--- src/rtl/lifting_block.sv ---
// Causal Daubechies-4 lifting forward transform.
// Samples arrive one at a time as even/odd pairs. Each odd sample completes a
// pair: the predict/update lifting steps run in one cycle and produce the
// approximation/detail pair for the previous pair index (a[n-1], d[n-1]).
// The first pair after reset only primes the history and emits no output.
module lifting_block #(
  parameter int unsigned DW = 32,  // sample and result width, two's complement
  parameter int unsigned CF = 14   // fraction bits of the Q2.CF coefficients
) (
  input  logic          clk,
  input  logic          rst_n,
  input  logic [DW-1:0] x_in,
  input  logic          x_valid,
  output logic [DW-1:0] y2n,
  output logic [DW-1:0] y2n_1,
  output logic [DW-1:0] y2na,
  output logic [DW-1:0] an,
  output logic [DW-1:0] dn,
  output logic          out_valid
);

  // Lifting coefficients in Q2.14
  localparam logic signed [15:0] K0 = 16'sd28378;  // sqrt3
  localparam logic signed [15:0] K1 = 16'sd7094;   // sqrt3/4
  localparam logic signed [15:0] K2 = -16'sd1098;  // (sqrt3-2)/4
  localparam logic signed [15:0] K3 = 16'sd8481;   // (sqrt3-1)/sqrt2
  localparam logic signed [15:0] K4 = 16'sd31651;  // (sqrt3+1)/sqrt2

  typedef enum logic {StEven, StOdd} phase_e;

  phase_e               phase_q;
  logic                 first_pair_q;
  logic signed [DW-1:0] y2n_q;
  logic signed [DW-1:0] y2n_1_q;
  logic signed [DW-1:0] y2na_q;
  logic signed [DW-1:0] an_q;
  logic signed [DW-1:0] dn_q;
  logic                 out_valid_q;
  logic signed [DW-1:0] s1_prev_q;
  logic signed [DW-1:0] d1_prev_q;

  logic signed [DW-1:0] s1_d;
  logic signed [DW-1:0] d1_d;
  logic signed [DW-1:0] s2_d;
  logic signed [DW-1:0] a_d;
  logic signed [DW-1:0] d_d;
  logic                 odd_accept;

  // Full-precision product, floor shift by CF, keep the low DW bits (wraps).
  function automatic logic signed [DW-1:0] coef_mul(input logic signed [15:0] k,
                                                    input logic signed [DW-1:0] v);
    logic signed [DW+15:0] k_ext;
    logic signed [DW+15:0] v_ext;
    logic signed [DW+15:0] prod;
    logic signed [DW+15:0] shifted;
    k_ext   = {{DW{k[15]}}, k};
    v_ext   = {{16{v[DW-1]}}, v};
    prod    = k_ext * v_ext;
    shifted = prod >>> CF;
    return shifted[DW-1:0];
  endfunction

  assign odd_accept = x_valid && (phase_q == StOdd);

  // Lifting datapath for the pair completed by the current odd sample
  always_comb begin
    s1_d = y2n_q + coef_mul(K0, x_in);
    d1_d = x_in - coef_mul(K1, s1_d) - coef_mul(K2, s1_prev_q);
    s2_d = s1_prev_q - d1_d;
    a_d  = coef_mul(K3, s2_d);
    d_d  = coef_mul(K4, d1_prev_q);
  end

  // Phase tracking, history and registered outputs
  always_ff @(posedge clk or negedge rst_n) begin
    if (!rst_n) begin
      phase_q      <= StEven;
      first_pair_q <= 1'b1;
      y2n_q        <= '0;
      y2n_1_q      <= '0;
      y2na_q       <= '0;
      an_q         <= '0;
      dn_q         <= '0;
      out_valid_q  <= 1'b0;
      s1_prev_q    <= '0;
      d1_prev_q    <= '0;
    end else begin
      // Pair 0 only seeds the history, so it never raises out_valid
      out_valid_q <= odd_accept && !first_pair_q;
      if (x_valid) begin
        if (phase_q == StEven) begin
          y2n_q   <= x_in;
          phase_q <= StOdd;
        end else begin
          y2n_1_q      <= x_in;
          y2na_q       <= s1_d;
          s1_prev_q    <= s1_d;
          d1_prev_q    <= d1_d;
          phase_q      <= StEven;
          first_pair_q <= 1'b0;
          if (!first_pair_q) begin
            an_q <= a_d;
            dn_q <= d_d;
          end
        end
      end
    end
  end

  assign y2n       = y2n_q;
  assign y2n_1     = y2n_1_q;
  assign y2na      = y2na_q;
  assign an        = an_q;
  assign dn        = dn_q;
  assign out_valid = out_valid_q;

endmodule

--- config.mk ---
export PLATFORM = sky130hd
export DESIGN_NAME = lifting_block
export DESIGN_NICKNAME = d
export VERILOG_FILES = /design/src/rtl/lifting_block.sv
export SDC_FILE = /design/constraint.sdc
export NUM_CORES = 2
export LEC_CHECK = 0
export CELL_PAD_IN_SITES_DETAIL_PLACEMENT = 1
export CELL_PAD_IN_SITES_GLOBAL_PLACEMENT = 1
export CORE_UTILIZATION = 49
export CTS_CLUSTER_SIZE = 24
export DETAILED_ROUTE_END_ITERATION = 8
export PLACE_DENSITY_LB_ADDON = 0.1
export RECOVER_POWER = 100
export SYNTH_ARGS = -nofsm -noshare
export SYNTH_HDL_FRONTEND = slang
export SYNTH_SLANG_ARGS = --single-unit
--- constraint.sdc ---
create_clock -name clk -period 22.1 [get_ports clk]
set_clock_uncertainty 0.1 [all_clocks]
set_input_delay 4.42 -clock clk [delete_from_list [all_inputs] [get_ports clk]]
set_output_delay 4.42 -clock clk [all_outputs]
set_load 0.02 [all_outputs]
Yosys cells after proc, flatten, opt, wreduce, memory -nomap -nowiden
Index checks and enable logic that the tools add are counted.
{"block": "op_classes", "muxes": 1, "mul": 5, "n_addsub": 4, "n_reduce_logical": 6, "bitwise_logic": 2}
{"cell": "subtractor 32 bit", "n": 3}
{"cell": "multiplier 15 x 32 -> 46 bit (first input constant)", "n": 1}
{"cell": "multiplier 16 x 32 -> 46 bit (first input constant)", "n": 1}
{"cell": "multiplier 13 x 32 -> 45 bit (first input constant)", "n": 1}
{"cell": "multiplier 15 x 32 -> 45 bit (first input constant)", "n": 1}
{"cell": "multiplier 11 x 32 -> 43 bit (first input constant)", "n": 1}
{"cell": "adder 32 bit", "n": 1}
{"cell": "AND reduction 2 bit", "n": 2}
{"cell": "AND reduction 3 bit", "n": 1}
{"cell": "logical AND 1 bit", "n": 2}
{"cell": "NOT 1 bit", "n": 2}
{"cell": "logical NOT 1 bit", "n": 1}
{"cell": "2-to-1 mux 1 bit", "n": 1}
{"block": "totals", "wordCells": 27, "reg_bits": 195, "in_bits": 35, "out_inout_bits": 161}

Logic depth before layout (Yosys ltp)
{"block": "logic_depth", "word_depth": 7, "mapped_depth": 97, "ltp_nobuf": 97}

Least setup slack after synthesis
No wires, ideal clock.
{"block": "synth_path", "kind": "input -> register", "start": "in x_in[8]", "end": "reg an_q[31] (netlist: an[31])", "path_slack_ns": -3.846, "required_ns": 21.931, "stages": 89, "arrival_ns": 25.777, "setup_time_ns": 0.069, "path_cell_list": "ha_1 -> inv_1 -> fa_1 -> inv_1 -> fa_1 -> fa_1 -> fa_1 -> inv_1 -> fa_1 -> inv_1 -> ha_1 -> and3_1 -> a211oi_1 -> a21oi_1 -> nor3_1 -> o21bai_1 -> a311o_1 -> xor2_1 -> [... 53 more ...] -> inv_1 -> fa_1 -> inv_1 -> fa_1 -> ha_1 -> ha_1 -> o21ai_0 -> nand2b_1 -> and3_1 -> a21boi_0 -> a211oi_1 -> o31ai_1 -> nor4_1 -> o41ai_1 -> nand2_1 -> a211o_1 -> mux2_2 -> nand3_1"}
{"block": "synth_between", "elab_chain_len": 7}
{"item": "from (decl)", "line_no": "12", "source": "input logic [DW-1:0] x_in,"}
{"item": "multiplier 15 x 32 -> 45 bit", "line_no": "58", "source": "prod = k_ext * v_ext;"}
{"item": "adder 32 bit", "line_no": "67", "source": "s1_d = y2n_q + coef_mul(K0, x_in);"}
{"item": "via s1_d[17]", "line_no": "42", "source": "logic signed [DW-1:0] s1_d;"}
{"item": "multiplier 13 x 32 -> 45 bit", "line_no": "58"}
{"item": "subtractor 32 bit (2 in series)", "line_no": "68", "source": "d1_d = x_in - coef_mul(K1, s1_d) - coef_mul(K2, s1_prev_q);"}
{"item": "subtractor 32 bit", "line_no": "69", "source": "s2_d = s1_prev_q - d1_d;"}
{"item": "multiplier 15 x 32 -> 46 bit", "line_no": "58"}
{"item": "to (signal assigned)", "line_no": "82", "source": "an_q <= '0;"}
{"item": "to (signal assigned)", "line_no": "102", "source": "an_q <= a_d;"}
{"item": "to (decl)", "line_no": "36", "source": "logic signed [DW-1:0] an_q;"}
The timed path passes the listed nets, and every way through them passes these cells.
A chain may end at the register's enable or synchronous reset.

Worst setup path after layout
{"block": "layout_path", "start": "in x_in[7]", "end": "reg an_q[30] (netlist: an[30])"}
The elaborated chain is that of the path after synthesis.

==> run summary <==
Fraction of layout cells with a size suffix above 1: 0.2305
Area Overhead vs Synth: 28.52%
Synth area leader: fa_1
Max Cap Viol: 5
Critical path data required time: 22.49 ns
Sink Count: 195
Placeable Area: 102000 um2
WL/cell: 24.37 um
Yosys cell types: 72
Clock latency on the worst-skew pair: 0.57 ns
CTS tree: yes
Setup slack after layout: -3.571 ns
Post-synth EDFFs: 0
Adder-cell share of the synthesized area: 0.5906
Critical-path top delay cell: fa_1
Total die area: 104500 um2
Crit share post-route: 1.162
Slew HR: -2.586
Synthesized area per cell: 9.808 um2
Placed Instances: 7601
Largest net degree at the start of global routing: 90
Routed vias/inst: 5.447
HPWL after detailed placement: 146.6 mm
Xor-xnor portion of the synthesized cell area: 0.04037
Final net count: 8185
Filler cell count in the final layout: 11250
Starting density of the core: 0.4957
Complex-gate fraction of the synthesized area: 0.08789
Fmax: 38.95 MHz
Max Fanout on Critical Path: 4
Run status: complete, but fails checks
Failing checks: max-capacitance violations, max-slew violations, negative setup slack
Total grt overflow: 0
Top cells by area, synth: fa_1, ha_1, inv_1
Vias in the first global route: 48130
Clock root buffer master: clkbuf_16
RSZ-0062 raised after global routing: true
First-pass GRT wire length: 268.4 mm
PortBufs: 195
Critical path type: input port to flop
Final core occ: 0.6371
Most frequent CP cell: fa_1
Arr. time, crit path: 26.06 ns
CTS Hold Buffers Added: 0
Hold Crit Class: flop to flop
CP Capture Type: flop
Area share of the largest cell type after synthesis: 0.3863
1st-iter DRT viols: 2081
Fraction of registers with async set/reset: 1.000
Row count: 117
CTS Buf Count: 17
Pre-CTS setup slack: -4.507 ns
Clock slew at reported path FFs: 0.10 ns
Commonest non-fill, non-tap cell in the layout: inv_1
Gpl congestion: 0.9331
Mapped Area: 50580 um2
CTS Buffer Depth: 2
CTS H-tree depth: 4
Finished Layout Cells: 7730
Final Routed Wirelength: 188.4 mm
Commonest non-fill, non-tap cells in the layout: inv_1, buf_4, fa_1
Drt drc: 0
Post-route ant nets: 0
Pins Over Slew Limit: 302
IO Pins: 196
Die width: 323.3 um
Largest family of logic cells by synthesized area: adder cells
Final setup vio count: 31
Synth Flop Type: dfrtp_1
Final Hold Vio Count: 0
Initial antenna violation count: 7
Register bit total from synthesis: 195
Total number of yosys warnings: 0
Crit start category: input port
CP max stage delay: 0.58 ns
Simple-gate area share of the yosys netlist: 0.06229
Synth Net Count: 6994
Die height: 323.3 um
First-pass iteration count of the detailed router: 7
R2r setup slk: 3.86 ns
GRT Total Usage: 0.3419
Post-synthesis cell count: 5157
Tightest Pin Transition: 5.379 ns
Register area share after synthesis: 0.09650
Final Critical Period: 25.67 ns
Multiplexer area fraction after synthesis: 0.01054
Routed via count: 42100
==> layout make-up <==
cell class              count  area [um2]  share of cell area
clock buffers              17       425.4            0.006544
diodes                      1       2.502          0.00003850
flip-flops and latches    195        4881             0.07509
well taps                1368        1712             0.02633
inverters                1461        5489             0.08444
repair buffers           1217        9754              0.1501
clock inverters            15       180.2            0.002772
multi-input cells        3456       42560              0.6547
==> routing by layer <==
layer,track usage,up-vias,share of wire
li1,-,18430,-
met1,0.3947,21680,0.37
met2,0.6115,1339,0.51
met3,0.03312,657,0.040
met4,0.2074,4,0.078
met5,0,-,0.00011
==> stage by stage <==
step,setup TNS [ns],hold slack [ns],cell area [um2]
after global routing,-83.88,0.4054,65000
final,-63.95,0.3783,65000
after detailed placement,-89.74,0.3658,61550
after floorplan,-23.36,0.3543,51080
after global placement,-74.72,0.3600,61550
after CTS,-46.30,0.3895,63660
==> timing repair <==
action / CTS / global route
gates resized for setup: 246 / 206
setup buffers: 52 / 51
pin swaps: 162 / 138
setup endpoints to repair: 32 / 32
==> final timing paths <==
kind,endpoint,from,depth (start not counted)
max in group asynchronous,d1_prev_q[14],rst_n,2
min reg2reg,an[1],an[1],2
max reg2reg,an[30],y2n[0],82
max,an[30],x_in[7],98
min,an[1],an[1],2
min in group asynchronous,dn[23],rst_n,1
==> Yosys cell counts, types with 7 or more instances <==
master / number
a211oi_1: 19
a21boi_0: 12
a21o_1: 98
a21oi_1: 169
and2_1: 22
and3_1: 19
and4_1: 8
clkbuf_1: 39
dfrtp_1: 194
fa_1: 976
ha_1: 826
inv_1: 1461
mux2_2: 42
nand2_1: 229
nand2b_1: 34
nand3_1: 45
nand4_1: 21
nor2_1: 149
nor2b_1: 41
nor3_1: 50
nor4_1: 8
o2111ai_1: 8
o211ai_1: 18
o21a_1: 49
o21ai_0: 240
o21bai_1: 10
o31a_1: 7
o31ai_1: 13
or2_2: 13
or3_1: 13
xnor2_1: 136
xor2_1: 94
==> registers in the layout, indices dropped and copies added, names as in the netlist <==
name / count
y2na: 32
y2n: 32
d1_prev_q: 32
an: 32
first_pair_q: 1
out_valid: 1
dn: 32
phase_q: 1
y2n_1: 32
==> kinds of logic (layout without fill, tap and decap cells) <==
logic type               count (synthesis)  after routing
buffers and inverters                 1506           2710
flip-flops                             195            195
multiplexers                            48             48
adder cells (fa/ha/maj)               1802           1802
XOR/XNOR                               231            231
AO/OA/AOI/OAI                          710            710
other                                    0              1
AND/OR/NAND/NOR                        665            665
==> critical path: cells and delay by family <==
family / cells / cell delay, ns
fa+ha+maj: 23 / 8.94
compound gates: 33 / 6.57
simple gates: 19 / 2.76
buf+inv: 17 / 1.82
xor+xnor: 5 / 1.22
mux: 1 / 0.32
Power is left out: the tool's default activity adds up to more than one toggle a clock period on the data nets, which glitch-free logic cannot reach.
